$ cat src/rtl/frame_strobe_ctrl_pkg.sv
// rtl/frame_strobe_ctrl_pkg.sv - shared states, header marker and header field positions
package frame_strobe_ctrl_pkg;

    typedef enum logic [1:0] {
        ST_IDLE   = 2'd0,
        ST_LOAD   = 2'd1,
        ST_STROBE = 2'd2
    } state_t;

    localparam logic [7:0] HDR_MARKER   = 8'hFA;
    localparam int         HDR_MARK_LSB = 24;
    localparam int         HDR_MARK_W   = 8;
    localparam int         HDR_COL_LSB  = 16;
    localparam int         HDR_COL_W    = 8;
    localparam int         HDR_IDX_LSB  = 0;
    localparam int         HDR_IDX_W    = 5;

endpackage

$ cat src/rtl/frame_strobe_ctrl_if.sv
// rtl/frame_strobe_ctrl_if.sv - configuration word stream with valid/ready handshake
interface frame_strobe_ctrl_if #(
    parameter int FrameBitsPerRow = 32
) ();
    logic [FrameBitsPerRow-1:0] in_data;
    logic                       in_valid;
    logic                       in_ready;

    modport master (output in_data, output in_valid, input  in_ready);
    modport slave  (input  in_data, input  in_valid, output in_ready);
endinterface

$ cat src/rtl/frame_strobe_dec.sv
// rtl/frame_strobe_dec.sv - registered frame index to one-hot strobe decoder
module frame_strobe_dec
    import frame_strobe_ctrl_pkg::*;
#(
    parameter int MaxFramesPerCol = 20
) (
    input  logic                       CLK,
    input  logic                       resetn,
    input  logic                       i_en,
    input  logic [HDR_IDX_W-1:0]       i_idx,
    output logic [MaxFramesPerCol-1:0] o_strobe
);

    logic [MaxFramesPerCol-1:0] w_onehot;
    logic [MaxFramesPerCol-1:0] r_strobe;

    // Compare against each position so an index outside the range simply yields zero.
    always_comb begin
        w_onehot = '0;
        for (int i = 0; i < MaxFramesPerCol; i++) begin
            w_onehot[i] = i_en && (i_idx == HDR_IDX_W'(i));
        end
    end

    always_ff @(posedge CLK or negedge resetn) begin
        if (!resetn) begin
            r_strobe <= '0;
        end else begin
            r_strobe <= w_onehot;
        end
    end

    assign o_strobe = r_strobe;

endmodule

$ cat src/rtl/frame_strobe_ctrl.sv
// rtl/frame_strobe_ctrl.sv - column frame loader: header, NumRows data words, one-cycle frame strobe
module frame_strobe_ctrl
    import frame_strobe_ctrl_pkg::*;
#(
    parameter int         MaxFramesPerCol = 20,
    parameter int         FrameBitsPerRow = 32,
    parameter int         NumRows         = 4,
    parameter logic [7:0] ColumnID        = 8'd0
) (
    input  logic                                 CLK,
    input  logic                                 resetn,
    frame_strobe_ctrl_if.slave                   bus,
    output logic [FrameBitsPerRow*NumRows-1:0]   FrameData,
    output logic [MaxFramesPerCol-1:0]           FrameStrobe,
    output logic                                 busy,
    output logic                                 hdr_err,
    output logic [15:0]                          frame_cnt
);

    localparam int RowW = (NumRows > 1) ? $clog2(NumRows) : 1;
    localparam int FrameW = FrameBitsPerRow * NumRows;

    state_t                 r_state;
    state_t                 w_state_nxt;
    logic                   r_match;
    logic [HDR_IDX_W-1:0]   r_frame_idx;
    logic [RowW-1:0]        r_row;
    logic [FrameW-1:0]      r_shadow;
    logic [FrameW-1:0]      r_frame_data;
    logic [15:0]            r_frame_cnt;
    logic                   r_hdr_err;

    logic                   w_accept;
    logic [HDR_MARK_W-1:0]  w_hdr_mark;
    logic [HDR_COL_W-1:0]   w_hdr_col;
    logic [HDR_IDX_W-1:0]   w_hdr_idx;
    logic                   w_hdr_ok;
    logic                   w_last_row;
    logic                   w_hdr_load;
    logic                   w_hdr_bad;
    logic                   w_row_wr;
    logic                   w_commit;
    logic                   w_cnt_inc;
    logic [FrameW-1:0]      w_frame_next;

    assign w_accept   = bus.in_valid && bus.in_ready;
    assign w_hdr_mark = bus.in_data[HDR_MARK_LSB +: HDR_MARK_W];
    assign w_hdr_col  = bus.in_data[HDR_COL_LSB +: HDR_COL_W];
    assign w_hdr_idx  = bus.in_data[HDR_IDX_LSB +: HDR_IDX_W];
    assign w_hdr_ok   = (w_hdr_mark == HDR_MARKER) && (int'(w_hdr_idx) < MaxFramesPerCol);
    assign w_last_row = (r_row == RowW'(NumRows - 1));

    always_ff @(posedge CLK or negedge resetn) begin
        if (!resetn) begin
            r_state <= ST_IDLE;
        end else begin
            r_state <= w_state_nxt;
        end
    end

    always_comb begin
        w_state_nxt = r_state;
        w_hdr_load  = 1'b0;
        w_hdr_bad   = 1'b0;
        w_row_wr    = 1'b0;
        w_commit    = 1'b0;
        w_cnt_inc   = 1'b0;
        case (r_state)
            ST_IDLE: begin
                if (w_accept) begin
                    if (w_hdr_ok) begin
                        w_hdr_load  = 1'b1;
                        w_state_nxt = ST_LOAD;
                    end else begin
                        w_hdr_bad   = 1'b1;
                    end
                end
            end
            ST_LOAD: begin
                if (w_accept) begin
                    w_row_wr = 1'b1;
                    if (w_last_row) begin
                        w_commit    = r_match;
                        w_state_nxt = r_match ? ST_STROBE : ST_IDLE;
                    end
                end
            end
            ST_STROBE: begin
                w_cnt_inc   = 1'b1;
                w_state_nxt = ST_IDLE;
            end
            default: begin
                w_state_nxt = ST_IDLE;
            end
        endcase
    end

    // The completed frame is the shadow with the word now being accepted merged into its row.
    always_comb begin
        w_frame_next = r_shadow;
        w_frame_next[int'(r_row)*FrameBitsPerRow +: FrameBitsPerRow] = bus.in_data;
    end

    always_ff @(posedge CLK or negedge resetn) begin
        if (!resetn) begin
            r_match      <= 1'b0;
            r_frame_idx  <= '0;
            r_row        <= '0;
            r_shadow     <= '0;
            r_frame_data <= '0;
            r_frame_cnt  <= '0;
            r_hdr_err    <= 1'b0;
        end else begin
            if (w_hdr_load) begin
                r_match     <= (w_hdr_col == ColumnID);
                r_frame_idx <= w_hdr_idx;
                r_row       <= '0;
            end
            if (w_hdr_bad) begin
                r_hdr_err <= 1'b1;
            end
            if (w_row_wr) begin
                r_shadow <= w_frame_next;
                r_row    <= w_last_row ? '0 : r_row + RowW'(1);
            end
            if (w_commit) begin
                r_frame_data <= w_frame_next;
            end
            if (w_cnt_inc) begin
                r_frame_cnt <= r_frame_cnt + 16'd1;
            end
        end
    end

    // Decoder registers on the commit edge so the strobe lands in the STROBE cycle.
    frame_strobe_dec #(
        .MaxFramesPerCol (MaxFramesPerCol)
    ) u_dec (
        .CLK      (CLK),
        .resetn   (resetn),
        .i_en     (w_commit),
        .i_idx    (r_frame_idx),
        .o_strobe (FrameStrobe)
    );

    assign bus.in_ready = (r_state != ST_STROBE);
    assign busy         = (r_state != ST_IDLE);
    assign FrameData    = r_frame_data;
    assign hdr_err      = r_hdr_err;
    assign frame_cnt    = r_frame_cnt;

endmodule

$ cat src/flat_wrapper.sv
// flat-port wrapper written by rule: the top's interface ports become plain ports
module frame_strobe_ctrl_flat import frame_strobe_ctrl_pkg::*;
#(
    parameter int         MaxFramesPerCol = 20,
    parameter int         FrameBitsPerRow = 32,
    parameter int         NumRows         = 4,
    parameter logic [7:0] ColumnID        = 8'd0
)
  (CLK, resetn, FrameData, FrameStrobe, busy, hdr_err, frame_cnt, bus_in_data, bus_in_valid, bus_in_ready);
  frame_strobe_ctrl_if #(.FrameBitsPerRow(FrameBitsPerRow)) bus_i ();
  input  logic CLK;
  input  logic resetn;
  output logic [FrameBitsPerRow*NumRows-1:0] FrameData;
  output logic [MaxFramesPerCol-1:0] FrameStrobe;
  output logic busy;
  output logic hdr_err;
  output logic [15:0] frame_cnt;
  input wire logic [$bits(bus_i.in_data)-1:0] bus_in_data;
  input wire logic [$bits(bus_i.in_valid)-1:0] bus_in_valid;
  output wire logic [$bits(bus_i.in_ready)-1:0] bus_in_ready;
  assign bus_i.in_data = bus_in_data;
  assign bus_i.in_valid = bus_in_valid;
  assign bus_in_ready = bus_i.in_ready;
  frame_strobe_ctrl #(.MaxFramesPerCol(MaxFramesPerCol), .FrameBitsPerRow(FrameBitsPerRow), .NumRows(NumRows), .ColumnID(ColumnID)) u_core (.CLK(CLK), .resetn(resetn), .bus(bus_i), .FrameData(FrameData), .FrameStrobe(FrameStrobe), .busy(busy), .hdr_err(hdr_err), .frame_cnt(frame_cnt));
endmodule
$ cat config.mk
export PLATFORM = sky130hd
export DESIGN_NAME = frame_strobe_ctrl_flat
export DESIGN_NICKNAME = d
export VERILOG_FILES = /design/src/rtl/frame_strobe_ctrl_pkg.sv /design/src/rtl/frame_strobe_ctrl_if.sv /design/src/rtl/frame_strobe_dec.sv /design/src/rtl/frame_strobe_ctrl.sv /design/src/flat_wrapper.sv
export SDC_FILE = /design/constraint.sdc
export NUM_CORES = 1
export LEC_CHECK = 0
export BUFFER_PORTS_ARGS = -buffer_cell sky130_fd_sc_hd__buf_2
export CAP_MARGIN = 20
export CELL_PAD_IN_SITES_DETAIL_PLACEMENT = 0
export CELL_PAD_IN_SITES_GLOBAL_PLACEMENT = 1
export CORE_AREA = 2 2 168 170
export CTS_BUF_LIST = sky130_fd_sc_hd__clkbuf_8
export CTS_CLUSTER_DIAMETER = 50
export DETAILED_ROUTE_END_ITERATION = 10
export DIE_AREA = 0 0 170 172
export PLACE_DENSITY = 0.9
export SYNTH_ARGS = -nofsm -noshare
export SYNTH_HDL_FRONTEND = slang
export SYNTH_SLANG_ARGS = --single-unit
export TNS_END_PERCENT = 30
$ cat constraint.sdc
create_clock -name CLK -period 2.8 [get_ports CLK]
set_input_delay 0.28 -clock CLK [delete_from_list [all_inputs] [get_ports CLK]]
set_output_delay 0.28 -clock CLK [all_outputs]
set_load 0.02 [all_outputs]
=== Yosys cells after proc, flatten, opt, wreduce, memory -nomap -nowiden ===
Cells that the tools add are included.

* $add $sub $neg: 3
* $lt $le $gt $ge: 1
* Equality and inequality tests: 28
* Shifts and indexed selects: 2
* Multiplexer cells: 22
* Reduce and logical (&&, ||, !) cells: 28

{| class="wikitable"
|+ Operators by type and width
! operator !! count
|-
| bitwise mux 128 bit || 1
|-
| variable shift 32 x 33 -> 128 bit (first input constant) || 1
|-
| indexed part select 32 x 33 -> 128 bit || 1
|-
| equality test 5 x 4 -> 1 bit (second input constant) || 8
|-
| negator 7 -> 33 bit || 1
|-
| logical AND 1 bit || 22
|-
| equality test 5 x 3 -> 1 bit (second input constant) || 4
|-
| equality test 5 bit (second input constant) || 4
|-
| adder 16 x 1 -> 16 bit (second input constant) || 1
|-
| 2-to-1 mux 2 bit || 8
|-
| 2-to-1 mux 1 bit || 12
|-
| equality test 5 x 2 -> 1 bit (second input constant) || 2
|-
| equality test 8 bit (second input constant) || 1
|-
| logical NOT 8 bit || 1
|-
| inequality test 2 x 1 -> 1 bit (second input constant) || 4
|-
| equality test 5 x 1 -> 1 bit (second input constant) || 1
|-
| logical NOT 5 bit || 1
|-
| < comparator 5 bit (second input constant) || 1
|-
| equality test 2 bit (second input constant) || 2
|-
| case mux 2 bit (2 select lines) || 1
|-
| AND reduction 4 bit || 1
|-
| nonzero test 2 bit || 2
|-
| adder 2 x 1 -> 2 bit (second input constant) || 1
|-
| equality test 2 x 1 -> 1 bit (second input constant) || 1
|-
| 2 further kinds || 2
|}

* Flip-flop bits (word level): 303
* Bits of input ports: 35
* Output and inout bits: 167
* Word-level logic and storage cells: 93

=== Depth between registers and ports, before layout ===
* Depth in word-level cells: 7
* Gate-level depth with buffers: 10
* Gate-level depth less buffers: 6

=== Cells and area by module ===
From an unflattened synthesis, not the netlist that was laid out.

* Cells, all modules: 1065
* Area total of the unflattened synthesis: 12514.5 um2

{| class="wikitable"
|+ By module, submodules not included
! module !! times used !! cells an instance !! area each (um2) !! seq. area each (um2)
|-
| frame_strobe_ctrl || 1 || 1016 || 11843.9 || 7081.8
|-
| frame_strobe_dec || 1 || 49 || 670.6 || 500.5
|}

=== Worst setup path after synthesis ===
No wires, ideal clock.

* Path type: register -> register
* From: register u_core.r_row[0]
* To: register u_core.r_shadow[103]
* Library setup time: 0.121 ns
* Arrival: 2.131 ns
* Data required time: 2.679 ns
* Path slack: 0.548 ns
* Cell stages (with the launch flop): 11
* Path buffers: 4
* Period minus slack after synthesis: 2.252 ns
* Cells stage by stage: dfrtp_1 -> inv_1 -> ha_1 -> and4bb_1 -> buf_2 -> nor2b_1 -> buf_6 -> and2_1 -> buf_6 -> buf_6 -> a22o_1

* Word-level cells in the longest chain between the ends: 3
* Elaborated cells on any way between the ends: 4
* Classes of those cells: 1 x add/sub; 2 x shift; 1 x mux

{| class="wikitable"
|+ Ends and longest elaborated chain
! what !! RTL line !! source
|-
| start: declaration || frame_strobe_ctrl.sv:27 || <nowiki>logic [RowW-1:0] r_row;</nowiki>
|-
| start signal: assignment || frame_strobe_ctrl.sv:124 || <nowiki>r_row <= w_last_row ? '0 : r_row + RowW'(1);</nowiki>
|-
| negator 7 -> 33 bit * || frame_strobe_ctrl.sv:101 || <nowiki>w_frame_next[int'(r_row)*FrameBitsPerRow +: FrameBitsPerRow] = bus.in_data;</nowiki>
|-
| indexed part select 32 x 33 -> 128 bit or variable shift 32 x 33 -> 128 bit (tied branches) || frame_strobe_ctrl.sv:101 ||
|-
| bitwise mux 128 bit * || frame_strobe_ctrl.sv:101 ||
|-
| end signal: assignment || frame_strobe_ctrl.sv:123 || <nowiki>r_shadow <= w_frame_next;</nowiki>
|-
| end: declaration || frame_strobe_ctrl.sv:28 || <nowiki>logic [FrameW-1:0] r_shadow;</nowiki>
|}

Every way passes the cells marked *; elsewhere a longest branch is shown, timed or not.
A chain may end at the register's enable or synchronous reset.

=== Worst setup path after layout ===
* From: register u_core.r_row[1]
* To: register u_core.r_frame_data[119] (netlist: u_core.FrameData[119])

* Word-level cells in the longest chain between the ends: 4
* Elaborated cells on any way between the ends: 8
* Classes of those cells: 1 x add/sub; 1 x eq/ne; 2 x shift; 4 x mux

{| class="wikitable"
|+ Ends and longest elaborated chain
! what !! RTL line !! source
|-
| parallel branches: the longest is 4 deep, another holds negator 7 -> 33 bit || n/a ||
|-
| end signal: assignment || frame_strobe_ctrl.sv:127 || <nowiki>r_frame_data <= w_frame_next;</nowiki>
|-
| end: declaration || frame_strobe_ctrl.sv:29 || <nowiki>logic [FrameW-1:0] r_frame_data;</nowiki>
|}

Parallel ways; which one is timed is not known.

==> metrics.md <==
| Metric | Value |
|---|---|
| Final critical path time including I/O delays and setup | `2.43 ns` |
| Total wire length | `33200 um` |
| Share of synthesized area occupied by flip-flops and latches | `62.3%` |
| Max Transition Viols Final | `0` |
| Antenna Diode Count | `0` |
| Share of Yosys cell area claimed by the top area cell type | `62.3%` |
| WP data required | `3.26 ns` |
| Worst-path clk slew | `0.06 ns` |
| Global-route wire length before repair | `52400 um` |
| Maximum number of buffers from clock root to sink | `3` |
| Instance area after placement | `13500 sq um` |
| Top-level I/O count | `202` |
| Fraction of the mapped netlist area in adder cells | `0.720%` |
| Clock tree from TritonCTS | `built` |
| Launch instance of the worst register-to-register path | `u_core.r_row[1]` |
| Number of optimization iterations in the first detailed-route pass | `5` |
| Reg-to-reg endpoint | `u_core.FrameData[119]` |
| Post-Syn Instances | `1069` |
| Arrival @ worst endpoint | `2.89 ns` |
| Top routing layer in use | `met4` |
| Syn-to-layout area delta | `18.6%` |
| Final hold violations | `0` |
| Xor and xnor area share after synthesis | `1.08%` |
| Worst Tran Pin Value | `1.03 ns` |
| Simple-gate share of the synthesized area | `11.3%` |
| Maximum single-stage delay on the critical path | `0.47 ns` |
| Row count | `61` |
| Power density over cell area | `653 nW/um^2` |
| Clock network latency to the later pin of the worst-skew pair | `0.57 ns` |
| Initial DRC Count | `840` |
| Detailed-route via count | `9451` |
| Die X-Extent | `170 um` |
| Critical path, cell by cell | `inv_1 -> ha_1 -> and4bb_1 -> nor2b_2 -> buf_4 -> a221oi_1 -> nor2_1` |
| Number of port buffers | `201` |
| DP HPWL | `21700 um` |
| Final total power | `9430 uW` |
| Share of the clock period used by the worst path after layout | `86.9%` |
| Cell depth of the worst hold path | `2` |
| Pre-CTS WS | `0.431 ns` |
| Cells resized by post-CTS repair | `0` |
| WL met3 | `2440 um` |
| Setup TNS after final layout | `0 ns` |
| Net Count, Synth | `1111` |
| Setup repair after global routing missed its margin | `false` |
| Num Clock Sinks | `303` |
| Post-synthesis instance area | `12200 sq um` |
| Main flop type after synthesis | `sky130_fd_sc_hd__dfrtp_1` |
| Static power due to leakage | `0.00763 uW` |
| Global-route usage over all layers | `22.9%` |
| Category of cells accounting for the largest share of critical-path delay | `simple AND/OR/NAND/NOR gates` |
| Outcome | `finished, final reports clean` |
| Routed Antenna Nets | `0` |
| Grt total ovfl | `0` |
| Number of cells on the worst reg-to-reg path | `7` |
| Detail Route met2 WL | `15400 um` |
| Worst Path Buf+Inv | `2` |
| Startpoint-to-endpoint class of the critical path | `reg2reg` |
| Clock Skew | `0.0295 ns` |
| Main combinational cell family by area after synthesis | `compound AO/OA/AOI/OAI gates` |
| Final setup viols | `0` |
| Number of enable flip-flop cells after synthesis | `0` |
| HP Class | `in2reg` |
| Critical Path Sink Type | `register` |
| Worst relative slew slack | `31.4%` |
| Yosys warning total | `0` |
| Post-layout instance area | `14400 sq um` |
| Weighted congestion at the end of routability-driven global placement | `0.865` |
| Number of global-route vias before repair | `9245` |
| Peak supply drop | `0.399 mV` |
| Post-CTS setup repair buffer count | `0` |
| Nets | `1285` |
| Number of fill cells | `2471` |
| Pin count of the biggest net entering global routing | `104` |
| Number of buffers created by CTS | `49` |
| Synthesized-area fraction occupied by ao, oa, aoi and oai cells | `19.7%` |
| Flops & latches, synth | `303` |
| H-tree level count | `2` |
| Initial Util | `44.3%` |
| Cell taking the most area after synthesis | `sky130_fd_sc_hd__dfrtp_1` |
| Master of the slowest instance on the critical path | `sky130_fd_sc_hd__and4bb_1` |
| Root buffer cell | `sky130_fd_sc_hd__clkbuf_8` |
| Highest achievable clock rate | `411 MHz` |
| Routed metal-1 wire length | `14600 um` |
| Largest cells by area after synthesis | `sky130_fd_sc_hd__dfrtp_1 (62%), sky130_fd_sc_hd__a22o_1 (9.2%), sky130_fd_sc_hd__nor2_1 (7.9%)` |
| Total die area | `29200 sq um` |
| Placeable core area | `27500 sq um` |
| Detailed-route wire length per cell | `20.6 um` |
| Non-Filler Instances | `1617` |
| Final worst-path setup slack | `0.368 ns` |
| DRC violations left | `0` |
| Distinct cell type count of the synthesized netlist | `38` |
| Type of origin of the critical path | `register` |
| Die Ht | `172 um` |
| Share of post-route cells with drive strength above 1 | `25.0%` |
| Library cell with the highest instance count after synthesis | `sky130_fd_sc_hd__dfrtp_1` |
| Top cell types by occurrence after synthesis | `sky130_fd_sc_hd__dfrtp_1 (303), sky130_fd_sc_hd__nor2_1 (256), sky130_fd_sc_hd__a22o_1 (128), sky130_fd_sc_hd__a221oi_1 (102), sky130_fd_sc_hd__clkbuf_1 (75)` |
| Share of synthesized area spent on multiplexers | `0.555%` |
| Worst hold path startpoint | `bus_in_data[7]` |
| Antenna violations before repair | `0` |
| Average instance area after synthesis | `11.4 sq um` |
| Via-to-Cell Ratio | `5.84` |
| Worst R2R Setup Slack | `0.37 ns` |
| Max Cap Violations | `0` |
| Number of instances in the placed design | `1536` |
| Hold endpoint | `u_core.r_shadow[39]` |
| Async S/R FF share, synth | `100%` |
| Largest fanout of any net on the critical path | `13` |
## worst max-delay path by stage
stage	end	startpoint	cells after the start	slack [ns]
after floorplan	u_core.r_shadow[103]	u_core.r_row[0]	10	0.55
after global placement	u_core.r_shadow[105]	u_core.r_row[1]	7	0.54
after detailed placement	u_core.r_shadow[112]	u_core.r_row[1]	7	0.43
after CTS	u_core.r_shadow[114]	u_core.r_row[1]	7	0.42
after global routing	u_core.r_shadow[97]	u_core.r_row[1]	7	0.25
final	u_core.FrameData[119]	u_core.r_row[1]	7	0.37
## cell usage in the layout (no fill, tap or decap), types with 2 or more instances in the layout
cell type / count
sky130_fd_sc_hd__a21oi_1: 26
sky130_fd_sc_hd__a221oi_1: 102
sky130_fd_sc_hd__a22o_1: 128
sky130_fd_sc_hd__a32oi_1: 26
sky130_fd_sc_hd__and2_0: 2
sky130_fd_sc_hd__and2_1: 4
sky130_fd_sc_hd__and3_1: 4
sky130_fd_sc_hd__and4b_1: 2
sky130_fd_sc_hd__buf_12: 7
sky130_fd_sc_hd__buf_2: 200
sky130_fd_sc_hd__buf_4: 32
sky130_fd_sc_hd__clkbuf_8: 57
sky130_fd_sc_hd__clkinv_2: 4
sky130_fd_sc_hd__clkinvlp_4: 2
sky130_fd_sc_hd__dfrtp_1: 303
sky130_fd_sc_hd__dlygate4sd3_1: 2
sky130_fd_sc_hd__ha_1: 7
sky130_fd_sc_hd__inv_1: 21
sky130_fd_sc_hd__mux2_2: 6
sky130_fd_sc_hd__nand2_1: 20
sky130_fd_sc_hd__nand3_1: 8
sky130_fd_sc_hd__nand3b_1: 4
sky130_fd_sc_hd__nand4_1: 4
sky130_fd_sc_hd__nor2_1: 256
sky130_fd_sc_hd__nor2b_1: 3
sky130_fd_sc_hd__nor4_1: 5
sky130_fd_sc_hd__o21ai_0: 2
sky130_fd_sc_hd__or3_1: 3
sky130_fd_sc_hd__xnor2_1: 9
sky130_fd_sc_hd__xor2_1: 6
## metal layers
layer	up-vias	track usage, %
met3	52	4.99
met4	0	7.62
li1	4220	-
met1	4746	32.3
met5	-	0
met2	433	35.5
## final cells by class
type	count	area (sq um)	share of cell area [%]
Clock inverter	22	100	0.694
Tap cell	346	433	3.00
Sequential cell	303	7580	52.5
Timing Repair Buffer	242	1420	9.82
Inverter	8	32.5	0.225
Multi-Input combinational cell	639	4080	28.3
Clock buffer	57	785	5.44
## registers in the layout, summed over array words and instances (netlist names)
signal / count
u_core.r_row: 2
u_core.FrameData: 128
u_core.r_match: 1
u_core.u_dec.o_strobe: 20
u_core.r_shadow: 128
u_core.hdr_err: 1
u_core.frame_cnt: 16
u_core.r_state: 2
u_core.r_frame_idx: 5
## through the flow
step | hold WS, ns | util, %
global placement | 0.339 | 49.2
CTS | 0.0565 | 52.5
finish | 0.0784 | 52.5
detailed placement | 0.347 | 49.2
global route | 0.0687 | 52.5
floorplan | -0.0156 | -
## power by group
part	internal [uW]	switching [uW]
clock	1830	1670
combinational	360	903
sequential	4550	110
total	6750	2680
## logic make-up (layout without fill, tap and decap cells)
family | after synthesis | count (layout)
mux | 6 | 6
compound gates | 286 | 286
simple gates | 325 | 325
fa+ha+maj | 7 | 7
flops | 303 | 303
buf+inv | 127 | 329
xor+xnor | 15 | 15
## what timing repair did
action / 4_1_cts / 5_1_grt
hold buffers: 2 / 0
hold endpoints to repair: 81 / 0
endpoints found under the setup margin: 0 / 0
Note: power is estimated with default switching activity, not from simulation.
